$ cat src/rtl/pipe_add_sub_pkg.sv
// -----------------------------------------------------------------------------
// pipe_add_sub_pkg
// Shared definitions for the pipelined add/subtract unit.
//   OP_ADD / OP_SUB : encoding of the 'op' input (0 = A+B, 1 = A-B).
// -----------------------------------------------------------------------------
package pipe_add_sub_pkg;

  localparam logic OP_ADD = 1'b0;
  localparam logic OP_SUB = 1'b1;

endpackage

$ cat src/rtl/add_seg.sv
// -----------------------------------------------------------------------------
// add_seg
// Purely combinational WIDTH-bit ripple segment adder built from per-bit
// propagate/generate terms. One instance serves one pipeline stage.
// Ports:
//   i_a, i_b  : segment operands (i_b already inverted for subtraction)
//   i_cin     : carry into the segment
//   o_sum     : segment sum
//   o_cout    : carry out of the segment
// -----------------------------------------------------------------------------
module add_seg #(
  parameter int WIDTH = 4
) (
  input  logic [WIDTH-1:0] i_a,
  input  logic [WIDTH-1:0] i_b,
  input  logic             i_cin,
  output logic [WIDTH-1:0] o_sum,
  output logic             o_cout
);

  logic [WIDTH:0]   w_c;
  logic [WIDTH-1:0] w_p;
  logic [WIDTH-1:0] w_g;

  assign w_c[0] = i_cin;

  for (genvar gi = 0; gi < WIDTH; gi++) begin : g_bit
    assign w_p[gi]    = i_a[gi] ^ i_b[gi];
    assign w_g[gi]    = i_a[gi] & i_b[gi];
    assign w_c[gi+1]  = w_g[gi] | (w_p[gi] & w_c[gi]);
    assign o_sum[gi]  = w_p[gi] ^ w_c[gi];
  end

  assign o_cout = w_c[WIDTH];

endmodule

$ cat src/rtl/pipe_add_sub.sv
// -----------------------------------------------------------------------------
// pipe_add_sub
// Carry-segmented pipelined signed adder/subtractor with valid/ready flow
// control. Each of the NSTAGE = DATA_WIDTH/SEG_WIDTH stages adds one
// SEG_WIDTH-bit segment using the carry registered by the previous stage.
// Operands travel with the pipeline so that each segment meets its carry;
// finished low result segments travel along so the full word aligns at the
// output. Latency is NSTAGE cycles, throughput one operation per cycle.
//
// Optional feature: define PIPE_ADD_SUB_SAT_EN to saturate the result on
// signed overflow instead of wrapping.
//
// Ports:
//   clk, rst             : clock, synchronous active-high reset
//   in_valid / in_ready  : input handshake (A, B, op)
//   A, B                 : signed two's-complement operands
//   op                   : 0 = A+B, 1 = A-B
//   out_valid / out_ready: output handshake (result, overflow)
//   result               : sum or difference
//   overflow             : signed overflow of the reported operation
// -----------------------------------------------------------------------------
module pipe_add_sub
  import pipe_add_sub_pkg::*;
#(
  parameter int DATA_WIDTH = 16,
  parameter int SEG_WIDTH  = 4
) (
  input  logic                  clk,
  input  logic                  rst,
  input  logic                  in_valid,
  output logic                  in_ready,
  input  logic [DATA_WIDTH-1:0] A,
  input  logic [DATA_WIDTH-1:0] B,
  input  logic                  op,
  output logic                  out_valid,
  input  logic                  out_ready,
  output logic [DATA_WIDTH-1:0] result,
  output logic                  overflow
);

  localparam int NSTAGE = DATA_WIDTH / SEG_WIDTH;

  if ((DATA_WIDTH % SEG_WIDTH) != 0) begin : g_bad_seg_width
    $error("pipe_add_sub: DATA_WIDTH must be a multiple of SEG_WIDTH");
  end

  // Registered outputs of every stage, exposed so stage k can read stage k-1.
  logic                  w_v_q [NSTAGE];
  logic                  w_c_q [NSTAGE];
  logic [DATA_WIDTH-1:0] w_a_q [NSTAGE];
  logic [DATA_WIDTH-1:0] w_b_q [NSTAGE];
  logic [DATA_WIDTH-1:0] w_s_q [NSTAGE];

  logic w_adv;

  assign out_valid = w_v_q[NSTAGE-1];
  assign w_adv     = !out_valid || out_ready;
  // While reset is held nothing is in flight, so inputs are never refused.
  assign in_ready  = w_adv || rst;

  for (genvar gi = 0; gi < NSTAGE; gi++) begin : g_stage
    localparam logic [DATA_WIDTH-1:0] SEG_MASK =
      ((DATA_WIDTH'(1) << SEG_WIDTH) - DATA_WIDTH'(1)) << (gi * SEG_WIDTH);

    logic                  w_v_in;
    logic                  w_c_in;
    logic [DATA_WIDTH-1:0] w_a_in;
    logic [DATA_WIDTH-1:0] w_b_in;
    logic [DATA_WIDTH-1:0] w_s_in;
    logic [DATA_WIDTH-1:0] w_s_next;
    logic [SEG_WIDTH-1:0]  w_seg_sum;
    logic                  w_seg_cout;

    logic                  r_v;
    logic                  r_c;
    logic [DATA_WIDTH-1:0] r_a;
    logic [DATA_WIDTH-1:0] r_b;
    logic [DATA_WIDTH-1:0] r_s;

    if (gi == 0) begin : g_head
      // Subtraction is A + ~B + 1: invert once here, carry-in 1 to stage 0.
      assign w_v_in = in_valid;
      assign w_c_in = (op == OP_SUB);
      assign w_a_in = A;
      assign w_b_in = (op == OP_SUB) ? ~B : B;
      assign w_s_in = '0;
    end else begin : g_body
      assign w_v_in = w_v_q[gi-1];
      assign w_c_in = w_c_q[gi-1];
      assign w_a_in = w_a_q[gi-1];
      assign w_b_in = w_b_q[gi-1];
      assign w_s_in = w_s_q[gi-1];
    end

    add_seg #(
      .WIDTH(SEG_WIDTH)
    ) u_add_seg (
      .i_a   (w_a_in[gi*SEG_WIDTH +: SEG_WIDTH]),
      .i_b   (w_b_in[gi*SEG_WIDTH +: SEG_WIDTH]),
      .i_cin (w_c_in),
      .o_sum (w_seg_sum),
      .o_cout(w_seg_cout)
    );

    // Drop this stage's segment into the partially assembled sum word.
    assign w_s_next = (w_s_in & ~SEG_MASK) |
                      (DATA_WIDTH'(w_seg_sum) << (gi * SEG_WIDTH));

    always_ff @(posedge clk) begin
      if (rst) begin
        r_v <= 1'b0;
        r_c <= 1'b0;
        r_a <= '0;
        r_b <= '0;
        r_s <= '0;
      end else if (w_adv) begin
        r_v <= w_v_in;
        r_c <= w_seg_cout;
        r_a <= w_a_in;
        r_b <= w_b_in;
        r_s <= w_s_next;
      end
    end

    assign w_v_q[gi] = r_v;
    assign w_c_q[gi] = r_c;
    assign w_a_q[gi] = r_a;
    assign w_b_q[gi] = r_b;
    assign w_s_q[gi] = r_s;
  end

  // Final carry and the low operand bits of the last stage have no consumer.
  logic w_unused_tail;
  assign w_unused_tail = ^{w_c_q[NSTAGE-1],
                           w_a_q[NSTAGE-1][DATA_WIDTH-2:0],
                           w_b_q[NSTAGE-1][DATA_WIDTH-2:0]};

  logic [DATA_WIDTH-1:0] w_raw;
  logic                  w_a_msb;
  logic                  w_b_msb;
  logic                  w_r_msb;
  logic                  w_ovf;

  assign w_raw   = w_s_q[NSTAGE-1];
  assign w_a_msb = w_a_q[NSTAGE-1][DATA_WIDTH-1];
  assign w_b_msb = w_b_q[NSTAGE-1][DATA_WIDTH-1];
  assign w_r_msb = w_raw[DATA_WIDTH-1];
  // b is the effective (post-inversion) operand, so one rule covers add and sub.
  assign w_ovf   = (~w_r_msb & w_a_msb & w_b_msb) | (w_r_msb & ~w_a_msb & ~w_b_msb);

  assign overflow = w_ovf;

`ifdef PIPE_ADD_SUB_SAT_EN
  localparam logic [DATA_WIDTH-1:0] MAX_POS = {1'b0, {(DATA_WIDTH-1){1'b1}}};
  localparam logic [DATA_WIDTH-1:0] MIN_NEG = {1'b1, {(DATA_WIDTH-1){1'b0}}};
  // Overflow implies equal operand signs, so the A sign picks the rail.
  assign result = !w_ovf ? w_raw : (w_a_msb ? MIN_NEG : MAX_POS);
`else
  assign result = w_raw;
`endif

endmodule

$ cat config.mk
export PLATFORM = sky130hd
export DESIGN_NAME = pipe_add_sub
export DESIGN_NICKNAME = d
export VERILOG_FILES = /design/src/rtl/pipe_add_sub_pkg.sv /design/src/rtl/add_seg.sv /design/src/rtl/pipe_add_sub.sv
export SDC_FILE = /design/constraint.sdc
export NUM_CORES = 1
export LEC_CHECK = 0
export ABC_AREA = 1
export ABC_CLOCK_PERIOD_IN_PS = 3800
export CORE_MARGIN = 5
export CORE_UTILIZATION = 37
export DETAILED_ROUTE_END_ITERATION = 6
export GPL_ROUTABILITY_DRIVEN = 0
export PLACE_DENSITY_LB_ADDON = 0.12
export SYNTH_ARGS = -nofsm -noshare
export SYNTH_HDL_FRONTEND = slang
export SYNTH_HIERARCHICAL = 1
export SYNTH_SLANG_ARGS = --single-unit
$ cat constraint.sdc
create_clock -name clk -period 3.8 [get_ports clk]
set_input_delay 0.57 -clock clk [delete_from_list [all_inputs] [get_ports clk]]
set_output_delay 0.57 -clock clk [all_outputs]
set_load 0.02 [all_outputs]
==> results by group, run 1 <==
Outcome
  – Outcome: completed

Cells and area
  – Most frequent cells in the layout: 192 x nor2_1, 97 x dfxtp_1, 80 x o21bai_1
  – Fillers: 1200
  – Seq. cell area: slightly below 2000 µm²
  – # nets final: 647
  – ANT cells: 0
  – Multi-input gate area: roughly 2000 µm²
  – Share of layout cells above drive strength 1: 0.0384
  – Commonest non-fill, non-tap cell in the layout: nor2_1
  – Area Overhead vs Synth: 21.5%

Place
  – Pre-CTS setup slack: around 0.74 ns
  – I/O Buffers: 55
  – HPWL after detailed placement: between 5 and 6 mm

Global routing
  – Global route total overflow: 0
  – Global Route Usage Sum: 0.131
  – First-pass GRT wire length: 15.4 mm
  – Initial antenna violation count: 0
  – Number of global-route vias before repair: ~3400
  – Pin count of the biggest net entering global routing: ~100

Yosys
  – Synth Instances: 557
  – Synth warn: 6
  – Synth Net Count: ~600
  – Syn Std Cell Area: 4320 µm²
  – Avg Inst Size Synth: slightly below 8 µm²

Clocking
  – Clock sinks: between 90 and 100
  – Worst skew pair latency: 0.33 ns
  – CTS resizes: 0
  – Hold_buf cts: 0
  – H-tree depth: 3
  – TritonCTS clock tree: yes
  – Clock buffer count from CTS: 9
  – Clock Tree Buf Depth: 2
  – Setup Buffers After CTS: 0
  – Root Driver: clkbuf_16
  – Clk pin slew, worst setup/hold paths: approximately 0.060 ns

STA
  – TNS Setup: 0 ns
  – Final Max Tran Viols: 0
  – Final hold vios: 0
  – RSZ-0062 raised after global routing: false
  – Maximum clock frequency: 372 MHz
  – Final worst-path cycle share: 0.708
  – Final worst slack: about 1.1 ns
  – Final setup violation count: 0
  – Tightest Pin Transition: ~1 ns
  – Relative slew margins: 0.333
  – Setup Skew: between 0.005 and 0.006 ns
  – Minimum clock period: around 2.7 ns

Pwr
  – Power consumption: between 2000 and 2500 µW
  – Max VDD drop: between 0.2 and 0.25 mV
  – Psw: between 500 and 600 µW
  – Clock share of power: 0.390
  – Pint: between 1500 and 2000 µW
  – Power density cells: about 450 nW/µm²
  – Sw frac: 0.237
  – Reg power frac: 0.478
  – Leakage: 0.00222 µW
  – Comb pwr share: 0.131

Routing
  – Post-DRT Antenna Nets: 0
  – Via count: between 3000 and 4000
  – Met1 Routed Length: around 4.3 mm
  – Iter 0 DRT Violations: about 230
  – Met3 WL post-DR: between 200 and 250 µm
  – Metal2 WL: 3.90 mm
  – TritonRoute pass-1 iters: 4
  – WL final: approximately 8.6 mm
  – Drt via density: about 4.5
  – Routed WL per cell: 11.6 µm
  – DRC errors left: 0
  – Top Metal Used: met4

Die
  – Area of the core: ~11000 µm²
  – Die Area: 13900 µm²
  – FP Rows: 39
  – Die Ht: 118 µm
  – Die X: about 120 µm
  – Starting Density: 0.379
  – Num ports: 56

Setup path
  – Worst EP arrival: ~3 ns
  – WS Path Type: input port to flip-flop
  – Crit path max fanout: 17
  – CP max stage cell: clkdlybuf4s50_1
  – Max incr delay on CP: about 0.43 ns
  – Crit end category: flip-flop
  – Worst R2R Setup Slack: 1.59 ns
  – Worst path cell trace: clkdlybuf4s50_1 -> buf_4 -> inv_1 -> fa_1 -> inv_1 -> fa_1 -> fa_1 -> inv_1 -> fa_1 -> inv_1 -> nor2_1 -> nor2_1
  – CP startpoint kind: input port
  – Worst EP required: between 4 and 5 ns

Run
  – Max Cap Viol: 0

Hold path
  – Hold Path Class: flip-flop to flip-flop
-- power groups by stage --
stage / clock (µW) / combinational [µW] / sequential, µW
CTS: 956 / 318 / 1140
global route: 999 / 365 / 1140
finish: 927 / 312 / 1140
global placement: 0 / 313 / 1160
detailed placement: 0 / 316 / 1160
floorplan: 0 / 199 / 1160
-- through the flow --
step	area (µm²)	hold WS [ns]	util	cells
global placement	4940	0.444	0.433	726
CTS	5250	0.472	0.460	742
global route	5250	0.509	0.460	742
detailed placement	4940	0.457	0.433	726
finish	5250	0.469	0.460	742
floorplan	4320	0.436	-	557
-- flip-flops by register name, summed over array words and instances, names as in the netlist --
name,flops
result,16
g_stage.r_v,3
g_stage.r_c,3
g_stage.r_b,25
g_stage.r_s,24
out_valid,1
g_stage.r_a,25
-- worst paths after layout --
path / from / to / cells past startpoint
max: op / g_stage[0].r_s[3]$_SDFFE_PP0P_ / 12
min: g_stage[2].r_v$_SDFFE_PP0P_ / out_valid$_SDFFE_PP0P_ / 2
max reg2reg: g_stage[2].r_a[12]$_SDFFE_PP0P_ / result[15]$_SDFFE_PP0P_ / 10
min reg2reg: g_stage[2].r_v$_SDFFE_PP0P_ / out_valid$_SDFFE_PP0P_ / 2
-- worst max-delay path, delay by kind of cell --
| family | cells | cell delay [ns] |
|---|---|---|
| and+or+nand+nor | 2 | 0.16 |
| adders and majority gates | 4 | 1.33 |
| buffers and inverters | 6 | 0.90 |
-- layer usage --
metal	up-vias	global-route usage
met1	1486	0.168
met2	47	0.215
met3	10	0.0250
met5	-	0
li1	1765	-
met4	0	0.0581
-- cell type report --
class	count	area share
clock inverter	2	0.00667
inverter	59	0.0422
clock buffer	14	0.0522
timing repair buffer	60	0.111
tap	143	0.0341
multi-input combinational	367	0.384
sequential	97	0.370
(Power assumes the default switching activity.)
==> inputs of run 2 (changes only) <==
--- a/config.mk
+++ b/config.mk
@@ -6,7 +6,7 @@
 export NUM_CORES = 1
 export LEC_CHECK = 0
 export ABC_AREA = 1
-export ABC_CLOCK_PERIOD_IN_PS = 3800
+export ABC_CLOCK_PERIOD_IN_PS = 2500
 export CORE_MARGIN = 5
 export CORE_UTILIZATION = 37
 export DETAILED_ROUTE_END_ITERATION = 6
==> constraint.sdc (replaced) <==
create_clock -name clk -period 2.5 [get_ports clk]
set_input_delay 0.375 -clock clk [delete_from_list [all_inputs] [get_ports clk]]
set_output_delay 0.375 -clock clk [all_outputs]
set_load 0.02 [all_outputs]
==> results by group, run 2 (synthesis results as in run 1) <==
Pwr
  – Power consumption: 3450 µW (+45%)
  – Leakage: 0.00223 µW (+0.39%)
  – Max VDD drop: 0.270 mV (+26%)
  – Power density cells: 657 nW/µm² (+45%)

Setup path
  – WS Path Type: input port to flip-flop
  – CP startpoint kind: input port
  – Worst EP required: 2.73 ns (-1.35 ns)
  – Max incr delay on CP: 0.47 ns (+0.04 ns)
  – Worst EP arrival: 2.57 ns (-0.40 ns)
  – Most used cell, CP: inv_1
  – Worst path cell trace: clkdlybuf4s50_1 -> xor2_1 -> inv_1 -> fa_1 -> inv_1 -> fa_2 -> fa_1 -> inv_1 -> fa_1 -> inv_1 -> nor2_1 -> nor2_1
  – Crit end category: flip-flop
  – CP max stage cell: clkdlybuf4s50_1
  – Crit path max fanout: 1 (-16)

Outcome
  – Outcome: completed

Routing
  – Drt via density: 4.45 (-0.27%)
  – Met1 Routed Length: 4.40 mm (+2.1%)
  – Top Metal Used: met4
  – Routed WL per cell: 11.6 µm (+0.15%)
  – Met3 WL post-DR: 199 µm (-15%)
  – Post-DRT Antenna Nets: 0 (unchanged)
  – Iter 0 DRT Violations: 169 (-25%)
  – WL final: 8.66 mm (+0.42%)
  – DRC errors left: 0 (unchanged)
  – TritonRoute pass-1 iters: 4 (unchanged)
  – Via count: 3308 (unchanged)
  – Metal2 WL: 3.85 mm (-1.3%)

Place
  – Placed Area: 4990 µm² (+0.96%)
  – I/O Buffers: 55 (unchanged)
  – Pre-CTS setup slack: -0.307 ns (-1.04 ns)
  – HPWL after detailed placement: 5.47 mm (-1.6%)
  – Placed Cells: 729 (+0.41%)

Global routing
  – Global route total overflow: 0 (unchanged)
  – Pin count of the biggest net entering global routing: 101 (unchanged)
  – Number of global-route vias before repair: 3429 (+0.94%)
  – First-pass GRT wire length: 15.6 mm (+1.0%)
  – Global Route Usage Sum: 0.133 (+0.00187)
  – Initial antenna violation count: 0 (unchanged)

STA
  – Relative slew margins: 0.527 (+0.194)
  – Final hold vios: 0 (unchanged)
  – Setup Skew: 0.00722 ns (+0.00215 ns)
  – Minimum clock period: ~2.3 ns
  – Final setup violation count: 0 (unchanged)
  – Final worst slack: 0.158 ns (-0.951 ns)
  – RSZ-0062 raised after global routing: false
  – Maximum clock frequency: 427 MHz
  – Final Max Tran Viols: 0 (unchanged)
  – Final worst-path cycle share: 0.937
  – Tightest Pin Transition: 0.710 ns (-0.291 ns)

Die
  – Die Area: 13900 µm² (unchanged)
  – Starting Density: 0.379 (unchanged)
  – Die X: 118 µm (unchanged)
  – Area of the core: 11400 µm² (unchanged)
  – Die Ht: 118 µm (unchanged)
  – FP Rows: 39 (unchanged)
  – Num ports: 56 (unchanged)

Cells and area
  – Most frequent cells in the layout: 192 x nor2_1, 97 x dfxtp_1, 80 x o21bai_1
  – Non-Filler Instances: 744 (+0.27%)
  – Area Overhead vs Synth: 21.6%
  – Largest regs: g_stage.r_a x25, g_stage.r_b x25, g_stage.r_s x24
  – Share of layout cells above drive strength 1: 0.0433 (+0.00486)
  – Post-route cell area: 5260 µm² (+0.14%)
  – Commonest non-fill, non-tap cell in the layout: nor2_1
  – ANT cells: 0 (unchanged)
  – # nets final: 650 (+0.46%)

Clocking
  – Clk pin slew, worst setup/hold paths: 0.06 ns (about the same)
  – Clock sinks: 97 (unchanged)
  – Clock Tree Buf Depth: 2 (unchanged)
  – TritonCTS clock tree: yes
  – H-tree depth: 3 (unchanged)
  – Worst skew pair latency: 0.34 ns (about the same)
  – Clock buffer count from CTS: 9 (unchanged)
  – Root Driver: clkbuf_16

Hold path
  – Hold Path Class: flip-flop to flip-flop

Run
  – Max Cap Viol: 0 (unchanged)
-- run 2: cell count changes in the layout (fill, tap and decap cells not counted) --
cell / previous run / this run
buf_12: 0 / 2
fa_2: 0 / 1
dlymetal6s2s_1: 0 / 1
fa_1: 16 / 15
buf_4: 5 / 6
clkinvlp_4: 0 / 1
clkinv_2: 1 / 2
clkdlybuf4s50_1: 54 / 53
bufinv_16: 1 / 0
clkbuf_8: 3 / 1
-- run 2: timing repair --
| item | CTS | global route |
|---|---|---|
| hold endpoints to repair | 0 | 0 |
| setup buffers | 0 | 0 |
| hold buffers | 0 | 0 |
| setup endpoints to repair | 0 | 1 |
| gates resized for setup | 0 | 2 |
-- run 2: stage by stage --
stage / utilization / TNS [ns] / hold slack (ns)
floorplan: - / 0 / 0.436
global placement: 0.437 / -0.255 / 0.445
detailed placement: 0.437 / -0.417 / 0.454
CTS: 0.460 / 0 / 0.463
global route: 0.461 / 0 / 0.477
finish: 0.461 / 0 / 0.457
-- run 2: worst paths after layout --
kind / endpoint / slack (ns) / cells past startpoint / from
min reg2reg: out_valid$_SDFFE_PP0P_ / 0.46 / 2 / g_stage[2].r_v$_SDFFE_PP0P_
min: out_valid$_SDFFE_PP0P_ / 0.46 / 2 / g_stage[2].r_v$_SDFFE_PP0P_
max reg2reg: result[15]$_SDFFE_PP0P_ / 0.32 / 10 / g_stage[2].r_a[12]$_SDFFE_PP0P_
max: g_stage[0].r_s[3]$_SDFFE_PP0P_ / 0.16 / 12 / B[0]
-- run 2: worst max-delay path, delay by kind of cell --
family	cells	cell delay, ns
buffers and inverters	5	0.71
and+or+nand+nor	2	0.13
xor gates and xnor gates	1	0.15
adders and majority gates	4	1.22
-- run 2: report_power, final --
group	switching, µW	internal [µW]
sequential	61.2	1660
combinational	242	240
clock	554	693
total	857	2600
-- run 2: final cells by class --
cell class,count,area [µm²]
multi-input cells,367,2020
clock buffers,12,246
fillers,1208,6160
flip-flops and latches,97,1940
repair buffers,63,633
well taps,143,179
inverters,59,221
clock inverters,3,17.5
-- run 2: metal layers --
| layer | up-vias | global-route usage |
|---|---|---|
| li1 | 1777 | - |
| met1 | 1469 | 0.167 |
| met2 | 49 | 0.220 |
| met3 | 13 | 0.0226 |
| met4 | 0 | 0.0667 |
| met5 | - | 0 |
==> inputs of run 3 (changes only) <==
--- a/config.mk
+++ b/config.mk
@@ -11,8 +11,8 @@
 export CORE_UTILIZATION = 37
 export DETAILED_ROUTE_END_ITERATION = 6
 export GPL_ROUTABILITY_DRIVEN = 0
+export GPL_TIMING_DRIVEN = 0
 export PLACE_DENSITY_LB_ADDON = 0.12
 export SYNTH_ARGS = -nofsm -noshare
 export SYNTH_HDL_FRONTEND = slang
-export SYNTH_HIERARCHICAL = 1
 export SYNTH_SLANG_ARGS = --single-unit
==> results by group, run 3 <==
Outcome
  – Outcome: completed

STA
  – Tightest Pin Transition: 0.508 ns (-0.202 ns)
  – Minimum clock period: 2.30 ns (-0.0382 ns)
  – Final hold slack: 0.376 ns (-0.0813 ns)
  – Final hold vios: 0 (unchanged)
  – Final worst-path cycle share: 0.922 (-0.0153)
  – Final Max Tran Viols: 0 (unchanged)
  – Maximum clock frequency: 434 MHz (+1.7%)
  – Relative slew margins: 0.661 (+0.134)
  – RSZ-0062 raised after global routing: false
  – Final setup violation count: 0 (unchanged)
  – TNS Setup: 0 ns (unchanged)
  – Setup Skew: 0.00782 ns (+0.000603 ns)

Global routing
  – Number of global-route vias before repair: 3124 (-8.9%)
  – Initial antenna violation count: 0 (unchanged)
  – Global route total overflow: 0 (unchanged)
  – First-pass GRT wire length: 16.2 mm (+3.8%)
  – Global Route Usage Sum: 0.159 (+0.0262)
  – Pin count of the biggest net entering global routing: 16 (-84%)

Clocking
  – TritonCTS clock tree: yes
  – H-tree depth: 3 (unchanged)
  – Clock Tree Buf Depth: 2 (unchanged)
  – CTS resizes: 0 (unchanged)
  – Setup Buffers After CTS: 0 (unchanged)
  – Hold_buf cts: 0 (unchanged)
  – Clock sinks: 97 (unchanged)
  – Clk pin slew, worst setup/hold paths: 0.09 ns (+0.03 ns)
  – Clock buffer count from CTS: 9 (unchanged)
  – Root Driver: clkbuf_8
  – Worst skew pair latency: 0.36 ns (+0.02 ns)

Die
  – Area of the core: 10300 µm² (-10%)
  – Num ports: 56 (unchanged)
  – Die X: 112 µm (-5.0%)
  – Die Ht: 112 µm (-5.0%)
  – FP Rows: 37 (-5.1%)
  – Starting Density: 0.376 (-0.00265)
  – Die Area: 12600 µm² (-9.7%)

Yosys
  – Count leader, synth: nor2_1
  – Synth warn: 0 (-6)
  – Sequential share of the synthesized area: 0.503
  – Post-synth EDFFs: 0
  – Synth cell count leaders: 124 x nor2_1, 97 x dfxtp_1, 62 x o21ai_0
  – Synth area leaders: dfxtp_1 50%, nor2_1 12%, o21ai_0 8.0%, fa_1 7.3%, a21oi_1 4.5%
  – Flops & latches, synth: slightly below 100
  – Syn Std Cell Area: 3860 µm² (-11%)
  – Synth Net Count: 509 (-17%)
  – Avg Inst Size Synth: 8.44 µm² (+8.7%)
  – Async SR Flop Fraction: 0
  – Ys flop type: dfxtp_1
  – Yosys cell types: 21
  – Yosys top cell area share: 0.503
  – Post-synthesis cell type with the largest combined area: dfxtp_1
  – Synth Instances: 458 (-18%)

Pwr
  – Leakage: 0.00187 µW (-16%)
  – Reg power frac: 0.545 (+0.046)
  – Clock share of power: 0.320 (-0.041)
  – Sw frac: 0.258 (+0.0101)
  – Power consumption: 3180 µW (-8.0%)
  – Pint: 2360 µW (-9.3%)
  – Max VDD drop: 0.309 mV (+15%)
  – Comb pwr share: 0.135 (-0.005)
  – Psw: 821 µW (-4.3%)
  – Power density cells: 666 nW/µm² (+1.4%)

Setup path
  – CP startpoint kind: input port
  – WP buf/inv: 5 (unchanged)
  – Worst path cell trace: clkdlybuf4s50_1 -> inv_2 -> nand2_2 -> inv_2 -> buf_2 -> nand2_1 -> clkdlybuf4s50_1
  – Worst EP arrival: 1.93 ns (-0.64 ns)
  – Max incr delay on CP: 0.61 ns (+0.14 ns)
  – Crit end category: primary output
  – Crit path max fanout: 10 (+9)
  – Worst EP required: 2.12 ns (-0.61 ns)
  – WS Path Type: input port to primary output
  – CP delay by family, top: buffers and inverters
  – CP max stage cell: clkdlybuf4s50_1

Place
  – HPWL after detailed placement: 6.86 mm (+25%)
  – Placed Area: 4570 µm² (-8.3%)
  – I/O Buffers: 54 (-1.8%)

Routing
  – Routed WL per cell: 14.6 µm (+25%)
  – DRC errors left: 0 (unchanged)
  – Via count: 3121 (-5.7%)
  – Drt via density: 4.71 (+5.9%)
  – Iter 0 DRT Violations: 126 (-25%)
  – WL final: 9.67 mm (+12%)
  – TritonRoute pass-1 iters: 4 (unchanged)
  – Post-DRT Antenna Nets: 0 (unchanged)

Hold path
  – Hold Path Class: input port to flip-flop

Cells and area
  – Area Overhead vs Synth: 23.4%
  – Most frequent cells in the layout: 124 x nor2_1, 97 x dfxtp_1, 62 x o21ai_0
  – Largest regs: g_stage.r_a x25, g_stage.r_b x25, g_stage.r_s x24
  – Commonest non-fill, non-tap cell in the layout: nor2_1
  – Fillers: 1031 (-15%)
  – ANT cells: 0 (unchanged)
  – Post-route cell area: 4770 µm² (-9.3%)
  – Share of layout cells above drive strength 1: 0.0892 (+0.0459)
  – Core Util, Final: 0.464 (+0.00341)
  – # nets final: 574 (-12%)

Run
  – Max Cap Viol: 0 (unchanged)
==> run 3: stage by stage <==
stage / std cells / setup slack (ns)
after floorplan: 458 / 0.210
after global placement: 648 / -0.0192
after detailed placement: 648 / -0.0412
after CTS: 663 / 0.181
after global routing: 663 / 0.146
final: 663 / 0.196
==> run 3: area by class of cell <==
type | instances | area, µm² | share of cell area
repair buffers | 54 | 541 | 0.113
plain buffers | 33 | 205 | 0.0430
flip-flops and latches | 97 | 1940 | 0.407
well taps | 136 | 170 | 0.0357
multi-input cells | 298 | 1600 | 0.336
clock buffers | 10 | 138 | 0.0289
inverters | 30 | 113 | 0.0236
clock inverters | 5 | 56.3 | 0.0118
==> run 3: cell families after synthesis <==
| logic type | after synthesis | synth area share |
|---|---|---|
| DFF | 97 | 0.503 |
| buffers and inverters | 63 | 0.0823 |
| muxes | 1 | 0.00259 |
| AOI/OAI and AO/OA | 130 | 0.169 |
| xor gates and xnor gates | 16 | 0.0363 |
| adders and majority gates | 14 | 0.0725 |
| and+or+nand+nor | 137 | 0.135 |
==> run 3: routing by layer <==
| metal | part of all wire | track usage | vias up | wire, µm |
|---|---|---|---|---|
| li1 | - | - | 1594 | - |
| met1 | 0.50 | 0.223 | 1456 | 4820 |
| met2 | 0.45 | 0.255 | 65 | 4380 |
| met3 | 0.040 | 0.0361 | 6 | 389 |
| met4 | 0.0079 | 0.0313 | 0 | 76 |
| met5 | 0 | 0 | - | 0 |
==> run 3: worst min-delay path, cell delays in order <==
cell,delay [ns]
buf_4,0.14
xnor2_1,0.12
a21oi_1,0.06
==> run 3: path summary, 6_finish.rpt <==
check	start	endpoint	slack, ns	depth (start not counted)
min	op	g_stage[0].r_b[4]$_SDFFE_PP0P_	0.38	3
max reg2reg	g_stage[1].r_c$_SDFFE_PP0P_	g_stage[2].r_s[11]$_SDFFE_PP0P_	0.37	8
max	out_ready	in_ready	0.20	7
min reg2reg	g_stage[2].r_b[12]$_SDFFE_PP0P_	g_stage[2].r_b[12]$_SDFFE_PP0P_	0.48	2
==> run 3: power by group through the flow <==
stage | combinational (µW) | sequential, µW | clock, µW
2_1_floorplan | 244 | 1760 | 0
3_3_place_gp | 423 | 1760 | 0
3_5_place_dp | 431 | 1760 | 0
4_1_cts | 434 | 1730 | 1050
5_1_grt | 487 | 1750 | 1100
6_report | 427 | 1730 | 1020
